## src/rtl/fetch_unit_bp.sv

```systemverilog
// Fetch unit with next-PC prediction.
// A tagged BTB with saturating direction counters predicts branches. j/jal use
// their immediate target. jr returns through a bounded circular RAS.
// Every fetched instruction carries the RAS pointer and count it observed, so
// a resolved redirect can restore the stack.
module fetch_unit_bp #(
   parameter int                  PC_WIDTH       = 14,
   parameter logic [PC_WIDTH+1:0] PC_RESET_VAL   = '0,
   parameter int                  LOG_BTB_FRAMES = 4,
   parameter int                  CTR_WIDTH      = 2,
   parameter int                  LOG_RAS_DEPTH  = 3
) (
   input  logic                     CLK,
   input  logic                     RST,
   output logic                     DUT_error,
   input  logic                     from_pipeline_BTB_DIRP_update,
   input  logic [PC_WIDTH-1:0]      from_pipeline_BTB_DIRP_PC,
   input  logic [PC_WIDTH-1:0]      from_pipeline_BTB_target,
   input  logic                     from_pipeline_DIRP_taken,
   input  logic                     from_pipeline_take_resolved,
   input  logic [PC_WIDTH-1:0]      from_pipeline_resolved_PC,
   input  logic [LOG_RAS_DEPTH-1:0] from_pipeline_RAS_restore_ptr,
   input  logic [LOG_RAS_DEPTH:0]   from_pipeline_RAS_restore_count,
   input  logic                     icache_hit,
   input  logic [31:0]              icache_load,
   output logic                     icache_REN,
   output logic [31:0]              icache_addr,
   output logic                     icache_halt,
   input  logic                     core_control_stall_fetch_unit,
   input  logic                     core_control_halt,
   output logic [31:0]              to_pipeline_instr,
   output logic                     to_pipeline_ivalid,
   output logic [PC_WIDTH-1:0]      to_pipeline_PC,
   output logic [PC_WIDTH-1:0]      to_pipeline_nPC,
   output logic [LOG_RAS_DEPTH-1:0] to_pipeline_RAS_ptr,
   output logic [LOG_RAS_DEPTH:0]   to_pipeline_RAS_count
);
   localparam int NFR       = 2 ** LOG_BTB_FRAMES;
   localparam int RAS_DEPTH = 2 ** LOG_RAS_DEPTH;
   localparam int TAG_W     = PC_WIDTH - LOG_BTB_FRAMES;
   localparam int CW        = LOG_RAS_DEPTH + 1;
   localparam logic [CTR_WIDTH-1:0] CTR_WT   = CTR_WIDTH'(1) << (CTR_WIDTH - 1);
   localparam logic [CTR_WIDTH-1:0] CTR_WNT  = CTR_WT - CTR_WIDTH'(1);
   localparam logic [CW-1:0]        RAS_FULL = CW'(RAS_DEPTH);

   logic [PC_WIDTH-1:0]                 pc_q, pc_d, pc_inc;
   logic [NFR-1:0]                      btb_vld_q;
   logic [NFR-1:0][TAG_W-1:0]           btb_tag_q;
   logic [NFR-1:0][PC_WIDTH-1:0]        btb_tgt_q;
   logic [NFR-1:0][CTR_WIDTH-1:0]       btb_ctr_q;
   logic [RAS_DEPTH-1:0][PC_WIDTH-1:0]  ras_q;
   logic [LOG_RAS_DEPTH-1:0]            ras_ptr_q, ras_top_idx;
   logic [CW-1:0]                       ras_cnt_q, rst_cnt;
   logic                                ren_q, ihalt_q, halted_q, err_q;

   // Pre-decode of the returned word
   logic [5:0] opc, fn;
   logic       is_br, is_j, is_jal, is_jr, accept;
   assign opc    = icache_load[31:26];
   assign fn     = icache_load[5:0];
   assign is_br  = (opc == 6'h04) | (opc == 6'h05);
   assign is_j   = (opc == 6'h02);
   assign is_jal = (opc == 6'h03);
   assign is_jr  = (opc == 6'h00) & (fn == 6'h08);
   assign accept = icache_hit & ~core_control_stall_fetch_unit & ~from_pipeline_take_resolved
                   & ~halted_q & ~core_control_halt;

   // BTB lookup on the fetch PC, and tag compare on the update PC
   logic [LOG_BTB_FRAMES-1:0] lk_idx, up_idx;
   logic [TAG_W-1:0]          lk_tag, up_tag;
   logic                      btb_hit, pred_taken, up_hit;
   assign lk_idx     = pc_q[LOG_BTB_FRAMES-1:0];
   assign lk_tag     = pc_q[PC_WIDTH-1:LOG_BTB_FRAMES];
   assign btb_hit    = btb_vld_q[lk_idx] & (btb_tag_q[lk_idx] == lk_tag);
   assign pred_taken = btb_hit & btb_ctr_q[lk_idx][CTR_WIDTH-1];
   assign up_idx     = from_pipeline_BTB_DIRP_PC[LOG_BTB_FRAMES-1:0];
   assign up_tag     = from_pipeline_BTB_DIRP_PC[PC_WIDTH-1:LOG_BTB_FRAMES];
   assign up_hit     = btb_vld_q[up_idx] & (btb_tag_q[up_idx] == up_tag);

   logic do_push, do_pop, rst_ovf;
   assign pc_inc      = pc_q + PC_WIDTH'(1);
   assign ras_top_idx = ras_ptr_q - LOG_RAS_DEPTH'(1);
   assign do_push     = accept & is_jal;
   assign do_pop      = accept & is_jr & (ras_cnt_q != '0);
   // A checkpoint count larger than the stack is flagged and clamped
   assign rst_ovf     = from_pipeline_RAS_restore_count > RAS_FULL;
   assign rst_cnt     = rst_ovf ? RAS_FULL : from_pipeline_RAS_restore_count;

   // Next-PC selection, redirect first
   always_comb begin
      pc_d = pc_q;
      if (from_pipeline_take_resolved)  pc_d = from_pipeline_resolved_PC;
      else if (accept) begin
         if (is_br)                     pc_d = pred_taken ? btb_tgt_q[lk_idx] : pc_inc;
         else if (is_j | is_jal)        pc_d = icache_load[PC_WIDTH-1:0];
         else if (is_jr)                pc_d = (ras_cnt_q != '0) ? ras_q[ras_top_idx] : pc_inc;
         else                           pc_d = pc_inc;
      end
   end

   // BTB allocate / train; lookups this cycle still see the old contents
   always_ff @(posedge CLK) begin
      if (RST) begin
         btb_vld_q <= '0;
         btb_tag_q <= '0;
         btb_tgt_q <= '0;
         for (int i = 0; i < NFR; i++) btb_ctr_q[i] <= CTR_WNT;
      end else if (from_pipeline_BTB_DIRP_update) begin
         btb_tgt_q[up_idx] <= from_pipeline_BTB_target;
         if (up_hit) begin
            if (from_pipeline_DIRP_taken && btb_ctr_q[up_idx] != '1)
               btb_ctr_q[up_idx] <= btb_ctr_q[up_idx] + CTR_WIDTH'(1);
            else if (!from_pipeline_DIRP_taken && btb_ctr_q[up_idx] != '0)
               btb_ctr_q[up_idx] <= btb_ctr_q[up_idx] - CTR_WIDTH'(1);
         end else begin
            btb_vld_q[up_idx] <= 1'b1;
            btb_tag_q[up_idx] <= up_tag;
            btb_ctr_q[up_idx] <= from_pipeline_DIRP_taken ? CTR_WT : CTR_WNT;
         end
      end
   end

   // Circular RAS: a push when full overwrites the oldest entry
   always_ff @(posedge CLK) begin
      if (RST) begin
         ras_q     <= '0;
         ras_ptr_q <= '0;
         ras_cnt_q <= '0;
      end else if (from_pipeline_take_resolved) begin
         ras_ptr_q <= from_pipeline_RAS_restore_ptr;
         ras_cnt_q <= rst_cnt;
      end else if (do_push) begin
         ras_q[ras_ptr_q] <= pc_inc;
         ras_ptr_q        <= ras_ptr_q + LOG_RAS_DEPTH'(1);
         if (ras_cnt_q != RAS_FULL) ras_cnt_q <= ras_cnt_q + CW'(1);
      end else if (do_pop) begin
         ras_ptr_q <= ras_top_idx;
         ras_cnt_q <= ras_cnt_q - CW'(1);
      end
   end

   // PC, sticky halt, I$ enable and error flag
   always_ff @(posedge CLK) begin
      if (RST) begin
         pc_q     <= PC_RESET_VAL[PC_WIDTH+1:2];
         ren_q    <= 1'b0;
         ihalt_q  <= 1'b0;
         halted_q <= 1'b0;
         err_q    <= 1'b0;
      end else begin
         pc_q  <= pc_d;
         err_q <= from_pipeline_take_resolved & rst_ovf;
         if (core_control_halt | halted_q) begin
            halted_q <= 1'b1;
            ren_q    <= 1'b0;
            ihalt_q  <= 1'b1;
         end else begin
            ren_q    <= 1'b1;
         end
      end
   end

   assign icache_addr           = {{(30 - PC_WIDTH){1'b0}}, pc_q, 2'b00};
   assign icache_REN            = ren_q;
   assign icache_halt           = ihalt_q;
   assign DUT_error             = err_q;
   assign to_pipeline_instr     = icache_load;
   assign to_pipeline_ivalid    = accept;
   assign to_pipeline_PC        = pc_q;
   assign to_pipeline_nPC       = pc_d;
   assign to_pipeline_RAS_ptr   = ras_ptr_q;
   assign to_pipeline_RAS_count = ras_cnt_q;
endmodule

```

## config.mk

```make
export PLATFORM = sky130hd
export DESIGN_NAME = fetch_unit_bp
export DESIGN_NICKNAME = d
export VERILOG_FILES = /design/src/rtl/fetch_unit_bp.sv
export SDC_FILE = /design/constraint.sdc
export NUM_CORES = 2
export LEC_CHECK = 0
export CAP_MARGIN = 20
export CORE_ASPECT_RATIO = 1.4
export CORE_UTILIZATION = 39
export CTS_CLUSTER_SIZE = 8
export DETAILED_ROUTE_END_ITERATION = 16
export GPL_TIMING_DRIVEN = 0
export PLACE_DENSITY = 0.67
export REMOVE_ABC_BUFFERS = 1
export SLEW_MARGIN = 0
export SYNTH_ARGS = -nofsm -noshare
export SYNTH_HDL_FRONTEND = slang
export SYNTH_SLANG_ARGS = --single-unit
```

## constraint.sdc

```tcl
create_clock -name CLK -period 5.1 [get_ports CLK]
set_input_delay 0.51 -clock CLK [delete_from_list [all_inputs] [get_ports CLK]]
set_output_delay 0.51 -clock CLK [all_outputs]
set_load 0.03 [all_outputs]
```

==> impl_metrics.xml <==
<?xml version="1.0" encoding="UTF-8"?>
<metrics>
  <group name="final_layout">
    <metric name="syn2layout_area_growth" unit="%">17.8</metric>
    <metric name="finish.net_count" unit="">3075</metric>
    <metric name="layout-drive-gt1-share" unit="%">15.2</metric>
  </group>
  <group name="cts">
    <metric name="cts.reportedPaths.clkPinSlew" unit="ps">50</metric>
    <metric name="clk_latency" unit="ps">630</metric>
    <metric name="clockRootBuffer" unit="">sky130_fd_sc_hd__clkbuf_16</metric>
    <metric name="tritoncts" unit="">built</metric>
    <metric name="post_cts_hold_buffers" unit="">0</metric>
    <metric name="ctsLongestPathBuffers" unit="">3</metric>
    <metric name="cts_num_sinks" unit="">568</metric>
    <metric name="cts.htree.levels" unit="">3</metric>
    <metric name="cts_buffers" unit="">81</metric>
  </group>
  <group name="global_routing">
    <metric name="grt_usage" unit="%">23.8</metric>
    <metric name="antenna_found_initial" unit="">3</metric>
    <metric name="grt_pass1_vias" unit="">22482</metric>
    <metric name="overflow" unit="">0</metric>
    <metric name="grt_max_degree" unit="">157</metric>
    <metric name="grt_first_pass_wirelength" unit="um">135000</metric>
  </group>
  <group name="yosys">
    <metric name="synthCells" unit="">2983</metric>
    <metric name="postSynthAreaPerCell" unit="um^2">9.34</metric>
    <metric name="synth_seq_area_share" unit="%">40.8</metric>
    <metric name="ys_warn_count" unit="">0</metric>
    <metric name="synth_seq_cells" unit="">568</metric>
    <metric name="post_synth_instance_area" unit="mm^2">0.0279</metric>
    <metric name="dominantRegCellSynth" unit="">sky130_fd_sc_hd__dfxtp_1</metric>
    <metric name="synth.area.top_cells" unit="">sky130_fd_sc_hd__dfxtp_1, sky130_fd_sc_hd__mux4_2, sky130_fd_sc_hd__nand2_1</metric>
    <metric name="count_of_flip_flops_with_a_built_in_enable_after_synthesis" unit="">0</metric>
    <metric name="yosys.cell_count.top_type" unit="">sky130_fd_sc_hd__nand2_1</metric>
    <metric name="synth.cells.most_frequent" unit="">sky130_fd_sc_hd__nand2_1, sky130_fd_sc_hd__dfxtp_1, sky130_fd_sc_hd__a21oi_1</metric>
    <metric name="netlist.area_leader.share" unit="%">40.8</metric>
    <metric name="synthDistinctLibCells" unit="">72</metric>
    <metric name="async_flop_share" unit="%">0</metric>
    <metric name="synth_largest_area_cell" unit="">sky130_fd_sc_hd__dfxtp_1</metric>
  </group>
  <group name="timing">
    <metric name="max_slew_margin" unit="%">21.3</metric>
    <metric name="setup-tns-final" unit="ps">0</metric>
    <metric name="layout_worst_path_cycle_share" unit="%">98.9</metric>
    <metric name="unrepaired_setup_endpoints_after_global_routing" unit="">no</metric>
    <metric name="timing_hold_violations_final" unit="">0</metric>
    <metric name="fmaxAchievable" unit="MHz">198</metric>
    <metric name="report.final.setup_viol" unit="">0</metric>
    <metric name="post_route_skew" unit="ps">30.9</metric>
    <metric name="finalMaxSlewViolations" unit="">0</metric>
    <metric name="layout_min_cycle_time" unit="ps">5050</metric>
    <metric name="timing_worst_slew_pin_value" unit="ps">1180</metric>
    <metric name="final.setup.worst_slack" unit="ps">54.0</metric>
    <metric name="final.hold.worst_slack" unit="ps">215</metric>
  </group>
  <group name="die">
    <metric name="core" unit="mm^2">0.0705</metric>
    <metric name="fp.dieH" unit="um">318</metric>
    <metric name="num_io_pins" unit="">192</metric>
    <metric name="initial_utilization" unit="%">39.5</metric>
    <metric name="die_area" unit="mm^2">0.0725</metric>
    <metric name="placement_rows" unit="">115</metric>
    <metric name="die_w" unit="um">228</metric>
  </group>
  <group name="pwr">
    <metric name="internal_power" unit="mW">7.80</metric>
    <metric name="power_spent_charging_and_discharging_nets" unit="mW">2.69</metric>
    <metric name="swShare" unit="%">25.6</metric>
    <metric name="power_frac_clock" unit="%">46.4</metric>
    <metric name="power.share.combinational" unit="%">9.9</metric>
    <metric name="max_rail_drop_vdd" unit="uV">229</metric>
    <metric name="sequentialPowerShare" unit="%">43.7</metric>
    <metric name="power_per_cell_area" unit="mW/mm^2">320</metric>
    <metric name="cellLeakagePower" unit="nW">11.8</metric>
  </group>
  <group name="detailed_routing">
    <metric name="num_vias" unit="">22821</metric>
    <metric name="detail_route.first_pass.iterations" unit="">6</metric>
    <metric name="routed.top_layer" unit="">met5</metric>
    <metric name="wirelength" unit="um">88700</metric>
    <metric name="wl_met1" unit="um">33900</metric>
    <metric name="route.detailed.drc" unit="">0</metric>
    <metric name="drtAntennaViolNets" unit="">0</metric>
    <metric name="via_density" unit="">5.81</metric>
    <metric name="detailroute.wirelength.met2" unit="um">43400</metric>
    <metric name="wire_per_inst" unit="um">22.6</metric>
    <metric name="drtIter0Drc" unit="">2184</metric>
    <metric name="dr_wl_met3" unit="um">6000</metric>
  </group>
  <group name="run">
    <metric name="drv.max_cap_violation_count" unit="">0</metric>
  </group>
  <group name="placement">
    <metric name="place_congestion" unit="">0.817</metric>
    <metric name="dp_worst_setup_slack" unit="ps">-795</metric>
    <metric name="place_hpwl" unit="um">57100</metric>
    <metric name="place.port_buffers" unit="">149</metric>
  </group>
  <group name="critical_path">
    <metric name="crit_path_max_fanout" unit="">17</metric>
    <metric name="required" unit="ps">4590</metric>
    <metric name="cp-end-kind" unit="">output pin</metric>
    <metric name="worst_ep_arrival_time" unit="ps">4540</metric>
    <metric name="crit_type" unit="">reg -&gt; out</metric>
    <metric name="worstSetupStartpointType" unit="">flop</metric>
  </group>
  <group name="worst_hold_path">
    <metric name="min-delay-path-class" unit="">in -&gt; reg</metric>
  </group>
  <group name="outcome">
    <metric name="run_status" unit="">finished clean</metric>
  </group>
</metrics>
[worst max-delay path: stages, from the launching register on]
cell and delay (ps):
sky130_fd_sc_hd__dfxtp_4 400, sky130_fd_sc_hd__buf_16 200, sky130_fd_sc_hd__mux4_1 570, sky130_fd_sc_hd__mux4_2 550, sky130_fd_sc_hd__xnor2_2 220, sky130_fd_sc_hd__o311ai_2 200, sky130_fd_sc_hd__or3_4 450, sky130_fd_sc_hd__or4b_4 530
sky130_fd_sc_hd__o221ai_1 250, sky130_fd_sc_hd__nand2_1 130, sky130_fd_sc_hd__dlygate4sd2_1 380
[flip-flops by register name, summed over array words and instances (netlist names)]
signal	flops
to_pipeline_RAS_count	4
btb_tag_q	160
to_pipeline_PC	14
btb_tgt_q	224
DUT_error	1
icache_halt	1
ras_q	112
to_pipeline_RAS_ptr	3
btb_vld_q	16
btb_ctr_q	32
icache_REN	1
[kinds of logic (layout without fill, tap and decap cells)]
family | after synthesis | in the layout | synth area share [%]
AO/OA/AOI/OAI | 543 | 543 | 12.3
XOR/XNOR | 33 | 33 | 1.04
adder cells (fa/ha/maj) | 8 | 8 | 0.386
buffers and inverters | 371 | 358 | 6.32
flip-flops | 568 | 568 | 40.8
multiplexers | 443 | 443 | 24.5
other | 1 | 20 | 0.0135
AND/OR/NAND/NOR | 1016 | 1016 | 14.6
[power groups by stage]
stage / registers (mW) / logic, mW / clock network [mW]
4_1_cts: 4.59 / 1.01 / 4.90
6_report: 4.59 / 1.04 / 4.87
3_5_place_dp: 4.69 / 0.979 / 0
5_1_grt: 4.59 / 1.09 / 5.08
3_3_place_gp: 4.73 / 0.917 / 0
2_1_floorplan: 4.71 / 0.442 / 0
[placed cells by master (no fill, tap or decap), drive strengths merged, types with 5 or more instances in the layout]
| master | instances |
|---|---|
| nand3 | 20 |
| nor3 | 27 |
| xnor2 | 19 |
| mux2 | 16 |
| inv | 41 |
| o32ai | 6 |
| nor2 | 169 |
| clkdlybuf4s50 | 134 |
| nor3b | 5 |
| a31oi | 7 |
| mux2i | 237 |
| clkbuf | 86 |
| a2111oi | 7 |
| nand4 | 9 |
| clkdlybuf4s15 | 5 |
| nand2 | 736 |
| xor2 | 14 |
| a221o | 19 |
| nor4 | 10 |
| o21a | 5 |
| nor2b | 5 |
| and2 | 6 |
| buf | 81 |
| and3 | 5 |
| o21ai | 31 |
| conb | 18 |
| mux4 | 190 |
| a211oi | 124 |
| o221ai | 6 |
| a21oi | 291 |
| o22ai | 5 |
| nand2b | 6 |
| ha | 7 |
| dfxtp | 568 |
[layout make-up]
| cell class | instances | area (um^2) |
|---|---|---|
| diodes | 2 | 5.00 |
| clock buffers | 86 | 2110 |
| clock inverters | 6 | 77.6 |
| fillers | 6424 | 37700 |
| inverters | 40 | 158 |
| multi-input cells | 2061 | 15100 |
| flip-flops and latches | 568 | 11400 |
| well taps | 936 | 1170 |
| repair buffers | 226 | 2850 |
[metal layers]
metal,GRT usage (%),vias to the layer above
met3,3.95,274
met5,0,-
met4,13.8,2
met1,28.2,11120
li1,-,10428
met2,40.7,997
[metrics by stage]
step / total power, mW / std cells / utilization, % / area (um^2)
finish: 10.5 / 3925 / 46.5 / 32800
global route: 10.8 / 3924 / 46.5 / 32800
CTS: 10.5 / 3916 / 46.3 / 32600
detailed placement: 5.67 / 3816 / 42.9 / 30200
global placement: 5.65 / 3754 / 41.1 / 29000
floorplan: 5.15 / 2669 / - / 26300
[repair_timing]
item	in CTS	in global routing
gates cloned	1	0
resized for setup	34	10
setup endpoints to repair	14	13
buffers inserted	7	2
pin swaps	3	0
[final timing paths]
path                           from                 end  slack, ps  cells past startpoint
setup reg to reg     btb_tag_q[155]      btb_tag_q[157]       1140                      8
hold reg to reg         icache_halt          icache_REN        450                      1
setup / recovery  to_pipeline_PC[1]  to_pipeline_nPC[2]         50                     10
hold / removal                  RST         icache_halt        210                      2
No activity file was read; power rests on OpenSTA's default activity.
